`src/rtl/multisim_push_serializer_if.sv`:
```
// Handshake bundle between an upstream message source, the serializer and a
// downstream beat-wide push client.
interface multisim_push_serializer_if #(
    parameter int unsigned DATA_WIDTH = 64,
    parameter int unsigned MSG_WIDTH  = 256
);
    logic                  in_vld;
    logic                  in_rdy;
    logic [MSG_WIDTH-1:0]  in_data;
    logic                  out_vld;
    logic                  out_rdy;
    logic [DATA_WIDTH-1:0] out_data;
    logic                  out_last;

    // serializer side
    modport slave (
        input  in_vld, in_data, out_rdy,
        output in_rdy, out_vld, out_data, out_last
    );

    // environment side: message source plus push client
    modport master (
        output in_vld, in_data, out_rdy,
        input  in_rdy, out_vld, out_data, out_last
    );
endinterface

```
`src/rtl/multisim_push_serializer.sv`:
```
// Splits a MSG_WIDTH message into MSG_WIDTH/DATA_WIDTH beats, LSB beat first,
// with zero-bubble acceptance of the next message on the final beat.
module multisim_push_serializer #(
    parameter int unsigned DATA_WIDTH = 64,
    parameter int unsigned MSG_WIDTH  = 256
) (
    input  logic                             clk,
    input  logic                             rst,
    multisim_push_serializer_if.slave        bus,
    output logic [31:0]                      msg_count
);
    localparam int unsigned BEATS = MSG_WIDTH / DATA_WIDTH;
    localparam int unsigned IDX_W = (BEATS > 1) ? $clog2(BEATS) : 1;

    if ((MSG_WIDTH < DATA_WIDTH) || ((MSG_WIDTH % DATA_WIDTH) != 0)) begin : g_bad_widths
        $error("MSG_WIDTH must be an integer multiple of DATA_WIDTH and >= DATA_WIDTH");
    end

    typedef enum logic {
        IDLE = 1'b0,
        SEND = 1'b1
    } state_t;

    state_t                             state;
    logic [BEATS-1:0][DATA_WIDTH-1:0]   msg_buf;
    logic [IDX_W-1:0]                   beat_idx;
    logic [IDX_W-1:0]                   nxt_idx;
    logic                               started;
    logic                               in_hs;
    logic                               out_hs;

    // started keeps in_rdy low until the first edge after reset release
    assign bus.in_rdy = started && ((state == IDLE) || (bus.out_rdy && bus.out_last));
    assign in_hs      = bus.in_vld && bus.in_rdy;
    assign out_hs     = bus.out_vld && bus.out_rdy;
    assign nxt_idx    = beat_idx + IDX_W'(1);

    always_ff @(posedge clk or posedge rst) begin
        if (rst) begin
            state        <= IDLE;
            msg_buf      <= '0;
            beat_idx     <= '0;
            started      <= 1'b0;
            bus.out_vld  <= 1'b0;
            bus.out_data <= '0;
            bus.out_last <= 1'b0;
            msg_count    <= '0;
        end else begin
            started <= 1'b1;
            // a new accept also covers the back-to-back case on the last beat
            if (in_hs) begin
                state        <= SEND;
                msg_buf      <= bus.in_data;
                beat_idx     <= '0;
                bus.out_vld  <= 1'b1;
                bus.out_data <= bus.in_data[DATA_WIDTH-1:0];
                bus.out_last <= (BEATS == 1);
            end else if (out_hs) begin
                if (bus.out_last) begin
                    state        <= IDLE;
                    bus.out_vld  <= 1'b0;
                    bus.out_last <= 1'b0;
                end else begin
                    beat_idx     <= nxt_idx;
                    bus.out_data <= msg_buf[nxt_idx];
                    bus.out_last <= (nxt_idx == IDX_W'(BEATS - 1));
                end
            end
            if (out_hs && bus.out_last) begin
                msg_count <= msg_count + 32'd1;
            end
        end
    end
endmodule

```
`src/flat_wrapper.sv`:
```
// flat-port wrapper written by rule: the top's interface ports become plain ports
module multisim_push_serializer_flat 
#(
    parameter int unsigned DATA_WIDTH = 64,
    parameter int unsigned MSG_WIDTH  = 256
)
  (clk, rst, msg_count, bus_in_vld, bus_in_data, bus_out_rdy, bus_in_rdy, bus_out_vld, bus_out_data, bus_out_last);
  multisim_push_serializer_if #(.DATA_WIDTH(DATA_WIDTH), .MSG_WIDTH(MSG_WIDTH)) bus_i ();
  input  logic clk;
  input  logic rst;
  output logic [31:0] msg_count;
  input wire logic [$bits(bus_i.in_vld)-1:0] bus_in_vld;
  input wire logic [$bits(bus_i.in_data)-1:0] bus_in_data;
  input wire logic [$bits(bus_i.out_rdy)-1:0] bus_out_rdy;
  output wire logic [$bits(bus_i.in_rdy)-1:0] bus_in_rdy;
  output wire logic [$bits(bus_i.out_vld)-1:0] bus_out_vld;
  output wire logic [$bits(bus_i.out_data)-1:0] bus_out_data;
  output wire logic [$bits(bus_i.out_last)-1:0] bus_out_last;
  assign bus_i.in_vld = bus_in_vld;
  assign bus_i.in_data = bus_in_data;
  assign bus_i.out_rdy = bus_out_rdy;
  assign bus_in_rdy = bus_i.in_rdy;
  assign bus_out_vld = bus_i.out_vld;
  assign bus_out_data = bus_i.out_data;
  assign bus_out_last = bus_i.out_last;
  multisim_push_serializer #(.DATA_WIDTH(DATA_WIDTH), .MSG_WIDTH(MSG_WIDTH)) u_core (.clk(clk), .rst(rst), .bus(bus_i), .msg_count(msg_count));
endmodule
```
`config.mk`:
```
export PLATFORM = sky130hd
export DESIGN_NAME = multisim_push_serializer_flat
export DESIGN_NICKNAME = d
export VERILOG_FILES = /design/src/rtl/multisim_push_serializer_if.sv /design/src/rtl/multisim_push_serializer.sv /design/src/flat_wrapper.sv
export SDC_FILE = /design/constraint.sdc
export NUM_CORES = 1
export LEC_CHECK = 0
export CORE_ASPECT_RATIO = 1.75
export CORE_MARGIN = 3
export CORE_UTILIZATION = 54
export CTS_CLUSTER_SIZE = 10
export DETAILED_ROUTE_END_ITERATION = 10
export GPL_TIMING_DRIVEN = 0
export PLACE_DENSITY = 0.85
export RECOVER_POWER = 100
export SLEW_MARGIN = 20
export SYNTH_ARGS = -nofsm -noshare
export SYNTH_HDL_FRONTEND = slang
export SYNTH_SLANG_ARGS = --single-unit
```
`constraint.sdc`:
```
create_clock -name clk -period 19.54 [get_ports clk]
set_clock_uncertainty 0.2 [all_clocks]
set_input_delay 3.908 -clock clk [delete_from_list [all_inputs] [get_ports clk]]
set_output_delay 3.908 -clock clk [all_outputs]
set_load 0.02 [all_outputs]
```
# Word level (Yosys, flattened, before mapping)
# Index checks and enable logic that the tools add are counted.
# op_classes
n_reduce_logical	10
mux	14
addsub	2
n_eq_ne	2
n_bitwise	1
magnitude_cmp	1
# ops
cell	n
$mux 64	4
$bmux 64 s2	1
$add 32x1->32 const B	1
$mux 1	6
$mux 2	3
$logic_and 1x1->1	5
$reduce_and 2->1	2
$reduce_bool 2->1	2
$lt 2x3->1 const B	1
$add 2x1->2 const B	1
$eq 2x2->1 const B	1
$ne 2x2->1 const B	1
$logic_or 1x1->1	1
$not 1->1	1
# word_totals
reg_bits	357

# Logic depth before layout (Yosys ltp)
# Gate-level depths: netlist of run 1.
# depth
ltp_word	6
mapped_depth	9
ltp_nobuf	5

# Least setup slack after synthesis of run 1
# No wires, ideal clock.
# synth_path
path_type	input -> output
start	in bus_out_rdy
end	out bus_in_rdy
arrival_ns	4.313
path_buffers	0
stages	2
slack_ns	11.119
required_ns	15.432
path_cell_list	a21bo_2 -> and2_1
# synth_between
elab_chain_len	3
# synth_rtl
item	line_no	rtl
start: declaration	flat_wrapper.sv:14	input wire logic [$bits(bus_i.out_rdy)-1:0] bus_out_rdy;
$logic_and 1x1->1	multisim_push_serializer.sv:33	assign bus.in_rdy = started && ((state == IDLE) || (bus.out_rdy && bus.out_last));
$logic_or 1x1->1	multisim_push_serializer.sv:33	
$logic_and 1x1->1	multisim_push_serializer.sv:33	
end: declaration	flat_wrapper.sv:15	output wire logic [$bits(bus_i.in_rdy)-1:0] bus_in_rdy;
# No other way between the ends.

==> key figures, run 1 <==
Status
  • Status: finished with violations
  • Failing checks: capacitance limit, slew limit

Final layout
  • Fraction of layout cells with a size suffix above 1: 6.57%
  • Storage cell area: 8930 sq um
  • Area grow syn2layout: 32.8%
  • Final #Nets: 2300
  • Multi-input combinational cell area: 6100 sq um
  • Fill cells: 2045
  • Final Util: 73.3%

GRT
  • Global Route Usage Sum: 33.6%
  • Initial antenna violation count: 3
  • Largest net degree at the start of global routing: 114
  • Vias in the first global route: 14900
  • First-pass GRT wire length: 80.4 mm
  • Grt ovf: 0

Clocking
  • Reg clk slew, reported paths: 50 ps
  • Cts hold-fix bufs: 0
  • H-tree depth: 2
  • Setup bufs post-CTS: 0
  • Sinks on Clock Net: 357
  • CTS buffer count: 41
  • CTS tree: built
  • CTS root buf: clkbuf_16
  • Worst-Skew Late Latency: 540 ps
  • Post-CTS resize count: 0
  • Clock buffer depth: 3

Floorplanning
  • DIE HEIGHT: 230 microns
  • # rows: 81
  • Ports: 359
  • Die width: 134 microns
  • Core box area: 28200 sq um
  • Die area: 30900 sq um
  • Initial Utilization: 55.2%

Synthesis
  • Count leader, synth: nand2_1
  • Register area share after synthesis: 57.5%
  • Number of synthesized register bits: 357
  • Synth Instances: 1634
  • Synthesized cell area: 15500 sq um
  • Share of the synthesized area in the top cell type: 57.5%
  • Post-synth top cells: 823 x nand2_1, 357 x dfrtp_1, 87 x a21oi_1, 71 x nor2_1, 64 x mux4_2
  • Area leader, netlist: dfrtp_1
  • Share of async-settable or async-resettable flops after synthesis: 100%
  • Synth Flop Type: dfrtp_1
  • Synth Net Count: 1896
  • Post-synthesis cell type count: 29
  • Post-synth EDFFs: 0
  • Synth area leaders: dfrtp_1 57%, nand2_1 20%, mux4_2 9.3%
  • YS warnings: 0
  • Synth Area per Inst: 9.51 sq um

Drt
  • DRC viols: 0
  • WL final: 52.4 mm
  • Avg Vias per Cell: 5.82
  • Routed wl met3: 4.29 mm
  • Post-route ant nets: 0
  • Max layer used: met4
  • WL/cell: 21.7 microns
  • Met2 Wirelength: 27.3 mm
  • M1 WL: 17.0 mm
  • Drt first-iter violations: 1156
  • DRT Pass-1 Iters: 5
  • Via count: 14100

Placed design
  • Port bufs: 358
  • RD Place Congestion: 0.903
  • Dpl ws: 9930 ps
  • DP HPWL: 37.4 mm

STA
  • Final hold violations: 0
  • Setup TNS: 0 ps
  • Hold slack: 272 ps
  • Worst setup slack after layout: 7780 ps
  • Unrepaired setup endpoints after global routing: no
  • Peak Freq: 85.0 MHz
  • Worst slew margin: -294%
  • Setup Viol. Count Final: 0
  • Min cycle time layout: 11760 ps
  • Pin slew with the least headroom to its limit: 5910 ps
  • Final Max Tran Viols: 282
  • Tcrit/Tclk final: 60.2%

Setup path
  • Crit path arrival time: 10770 ps
  • R2R cell count: 9
  • CP endpoint kind: asynchronous set/reset pin
  • WS Path Type: input pin to asynchronous set/reset pin
  • Reg2Reg Setup Slack: 16260 ps
  • Startpoint class of the critical path: input pin
  • Crit-path max FO: 113
  • CP required: 18540 ps

Power and ir drop
  • Total power: 3180 uW
  • Power Dens Cells: 154 nW/um^2
  • LEAKAGE: 0.00992 uW
  • Peak VDD IR: 127 uV

Job
  • Maxcap violations: 3

Hold path
  • Hold Path Class: flip-flop to flip-flop
  • Hold depth: 2
## cell usage in the layout, fill, tap and decap left out, drive strengths merged
| cell type | n |
|---|---|
| a21bo | 1 |
| a21oi | 87 |
| and2 | 1 |
| and3 | 6 |
| and4 | 4 |
| and4bb | 1 |
| buf | 32 |
| clkbuf | 114 |
| clkdlybuf4s50 | 257 |
| clkinv | 1 |
| clkinvlp | 1 |
| conb | 1 |
| dfrtp | 357 |
| diode | 4 |
| dlygate4sd3 | 101 |
| ha | 2 |
| inv | 3 |
| mux2 | 1 |
| mux4 | 64 |
| nand2 | 823 |
| nand3 | 17 |
| nand3b | 1 |
| nand4 | 10 |
| nor2 | 71 |
| nor3 | 26 |
| nor3b | 1 |
| nor4 | 4 |
| o22ai | 22 |
| xnor2 | 26 |
| xor2 | 5 |
## routing by layer
metal / track usage [%] / vias up
met4: 23.3 / 0
met1: 36.6 / 6830
met5: 0 / -
met2: 58.4 / 925
li1: - / 6077
met3: 6.43 / 231
## critical path: stages
cell and delay, ps:
dlygate4sd3_1 540, clkinvlp_2 1910, clkbuf_1 4250
## layout make-up
class                           instances  area share (%)
Sequential cell                       357            43.3
Multi-Input combinational cell       1174            29.5
Timing Repair Buffer                  361            17.5
Clock buffer                           43            5.21
Tap cell                              373            2.26
Buffer                                100            2.01
Clock inverter                          2          0.0667
Inverter                                3          0.0606
Antenna cell                            4          0.0485
## path summary, 6_finish.rpt
kind / start / to
setup / recovery: rst / u_core.msg_buf[129]$_DFFE_PP0P_
hold / removal: u_core.msg_buf[80]$_DFFE_PP0P_ / u_core.msg_buf[80]$_DFFE_PP0P_
setup reg to reg: u_core.beat_idx[0]$_DFFE_PP0P_ / u_core.bus.out_data[57]$_DFFE_PP0P_
hold reg to reg: u_core.msg_buf[80]$_DFFE_PP0P_ / u_core.msg_buf[80]$_DFFE_PP0P_
max in group clk: bus_out_rdy / bus_in_rdy
min in group asynchronous: rst / u_core.msg_count[14]$_DFFE_PP0P_
## per-stage QoR
stage               area, sq um  instances
finish                    20600       2417
global route              20600       2416
CTS                       20800       2413
detailed placement        19700       2368
global placement          19600       2365
floorplan                 15500       1634
## report_power, final
| group | internal [uW] | total [uW] | switching, uW |
|---|---|---|---|
| logic | 562 | 1240 | 679 |
| registers | 1070 | 1260 | 198 |
| clock network | 386 | 671 | 286 |
| total | 2010 | 3180 | 1160 |
## flip-flops by register name (all words and copies together), names as in the netlist
| register | cells |
|---|---|
| u_core.msg_count | 32 |
| u_core.bus.out_last | 1 |
| u_core.started | 1 |
| u_core.bus.out_data | 64 |
| u_core.beat_idx | 2 |
| u_core.msg_buf | 256 |
| u_core.state | 1 |
## kinds of logic (layout without fill, tap and decap cells)
kind of cell	after synthesis	count (layout)	share of synthesized area, %
AOI/OAI and AO/OA	110	110	3.75
xor gates and xnor gates	31	31	1.75
adders and majority gates	2	2	0.161
buffers and inverters	103	509	3.20
DFF	357	357	57.5
muxes	65	65	9.34
other	1	5	0.0241
and+or+nand+nor	965	965	24.3
No activity file was read; power rests on OpenSTA's default activity.
==> run 2, diff against run 1 <==
--- a/config.mk
+++ b/config.mk
@@ -7,11 +7,11 @@
 export LEC_CHECK = 0
 export CORE_ASPECT_RATIO = 1.75
 export CORE_MARGIN = 3
-export CORE_UTILIZATION = 54
+export CORE_UTILIZATION = 50
 export CTS_CLUSTER_SIZE = 10
 export DETAILED_ROUTE_END_ITERATION = 10
 export GPL_TIMING_DRIVEN = 0
-export PLACE_DENSITY = 0.85
+export PLACE_DENSITY = 0.8
 export RECOVER_POWER = 100
 export SLEW_MARGIN = 20
 export SYNTH_ARGS = -nofsm -noshare
==> constraint.sdc (replaced) <==
create_clock -name clk -period 11.8 [get_ports clk]
set_clock_uncertainty 0.2 [all_clocks]
set_input_delay 2.36 -clock clk [delete_from_list [all_inputs] [get_ports clk]]
set_output_delay 2.36 -clock clk [all_outputs]
set_load 0.02 [all_outputs]
==> key figures, run 2 (synthesis gave the netlist of run 1 again) <==
Status
  • Status: finished with violations
  • Failing checks: capacitance limit, slew limit

Floorplanning
  • Die area: 33300 sq um
  • Core box area: 30400 sq um
  • Initial Utilization: 51.2%
  • Ports: 359
  • # rows: 84
  • DIE HEIGHT: 239 microns
  • Die width: 139 microns

Clocking
  • Clock buffer depth: 3
  • CTS buffer count: 41
  • CTS root buf: clkbuf_16
  • Sinks on Clock Net: 357
  • Post-CTS resize count: 0
  • Cts hold-fix bufs: 0
  • CTS tree: built
  • Setup bufs post-CTS: 0
  • Worst-Skew Late Latency: 540 ps
  • Reg clk slew, reported paths: 60 ps
  • H-tree depth: 2

Hold path
  • Hold Path Class: flip-flop to flip-flop
  • Worst Hold Path EP: u_core.msg_count[31]$_DFFE_PP0P_
  • Hold wc startpoint: u_core.msg_count[31]$_DFFE_PP0P_
  • Hold depth: 1

Setup path
  • Levels on crit path: 6
  • WS Path Type: input pin to asynchronous set/reset pin
  • Crit path cell chain: dlygate4sd3_1 > clkinvlp_2 > clkbuf_1 > clkbuf_1 > clkbuf_1 > clkbuf_1
  • Crit path arrival time: 7930 ps
  • Crit-path max cell delay: 1300 ps
  • Reg2Reg Setup Slack: 8530 ps
  • Top Family by Delay on Critical Path: buffers and inverters
  • Crit-path max FO: 30
  • Crit path buffers/inverters: 6
  • CP required: 11930 ps
  • Most frequent CP cell: clkbuf_1
  • R2R cell count: 9
  • Worst path slowest cell: clkbuf_1
  • Reg2reg end: u_core.bus.out_data[57]$_DFFE_PP0P_
  • R2R Path Start: u_core.beat_idx[0]$_DFFE_PP0P_
  • CP endpoint kind: asynchronous set/reset pin
  • Startpoint class of the critical path: input pin

STA
  • Tcrit/Tclk final: 66.1%
  • Unrepaired setup endpoints after global routing: no
  • Final Max Tran Viols: 126
  • Peak Freq: 128 MHz
  • Pin slew with the least headroom to its limit: 1860 ps
  • Setup TNS: 0 ps
  • Setup Viol. Count Final: 0
  • Final hold violations: 0
  • Hold slack: 267 ps
  • Worst slew margin: -24.3%
  • Min cycle time layout: 7800 ps

Placed design
  • Port bufs: 358
  • Post-DP Area: 19900 sq um
  • RD Place Congestion: 0.875
  • DP HPWL: 38.1 mm

Drt
  • Avg Vias per Cell: 5.68
  • Via count: 13800
  • Drt first-iter violations: 1034
  • DRT Pass-1 Iters: 5
  • WL/cell: 21.5 microns
  • DRC viols: 0
  • WL final: 52.4 mm
  • Post-route ant nets: 0

GRT
  • Initial antenna violation count: 2
  • First-pass GRT wire length: 80.8 mm
  • Vias in the first global route: 14700
  • Largest net degree at the start of global routing: 36
  • Grt ovf: 0
  • Global Route Usage Sum: 31.2%

Job
  • Maxcap violations: 5

Final layout
  • Final #Nets: 2309
  • Top Registers: u_core.msg_buf: 256 flops, u_core.bus.out_data: 64 flops, u_core.msg_count: 32 flops
  • Most frequent cells in the layout: 823 x nand2_1, 357 x dfrtp_1, 257 x clkdlybuf4s50_1, 101 x dlygate4sd3_1, 87 x a21oi_1
  • Commonest non-fill, non-tap cell in the layout: nand2_1
  • Max FFs per register: 256
  • Register with the most flip-flops: u_core.msg_buf
  • Area grow syn2layout: 33.2%
  • Fraction of layout cells with a size suffix above 1: 6.54%
  • Final instance area: 20700 sq um

Power and ir drop
  • Total power: 5240 uW
  • LEAKAGE: 0.00994 uW
  • Peak VDD IR: 158 uV
  • Power Dens Cells: 253 nW/um^2
-- run 2: stage by stage --
step                instances  util [%]  setup WS (ps)
detailed placement       2391      65.4           5260
CTS                      2436      69.0           5240
global placement         2379      64.6           2200
global route             2438      68.2           2940
floorplan                1634         -           4460
finish                   2438      68.2           4000
-- run 2: worst max-delay path by stage --
stage | slack [ps] | end | start
6_report | 4000 | u_core.msg_buf[52]$_DFFE_PP0P_ | rst
5_1_grt | 2940 | u_core.msg_buf[119]$_DFFE_PP0P_ | rst
4_1_cts | 5240 | bus_in_rdy | bus_out_rdy
3_5_place_dp | 5260 | bus_in_rdy | bus_out_rdy
3_3_place_gp | 2200 | u_core.msg_buf[122]$_DFFE_PP0P_ | rst
2_1_floorplan | 4460 | u_core.beat_idx[0]$_DFFE_PP0P_ | rst
-- run 2: layer usage --
layer / vias to the layer above / wire, microns / track usage [%]
met2: 747 / 27500 / 55.0
met1: 6783 / 17600 / 35.0
li1: 6102 / - / -
met3: 210 / 3620 / 5.63
met4: 0 / 3710 / 19.4
met5: - / 0 / 0
-- run 2: where the power goes --
part,total [uW],leakage (uW),switching [uW],internal [uW]
logic,2050,0.00494,1110,931
registers,2080,0.00446,321,1760
clock network,1110,0.000538,475,639
-- run 2: final cells by class --
class / count / area, sq um
Sequential cell: 357 / 8930
Tap cell: 387 / 484
Timing Repair Buffer: 370 / 3680
Multi-Input combinational cell: 1174 / 6100
Clock inverter: 2 / 13.8
Buffer: 100 / 413
Fill cell: 2332 / 9660
Antenna cell: 2 / 5.00
Inverter: 3 / 12.5
Clock buffer: 43 / 1080
-- run 2: worst register-to-register path, cell delays in order (launching register included) --
cell and delay (ps):
dfrtp_1 360, buf_4 250, buf_2 380, inv_1 120, ha_1 310, buf_2 300
buf_1 600, mux4_2 430, o22ai_1 150, nor2_1 60
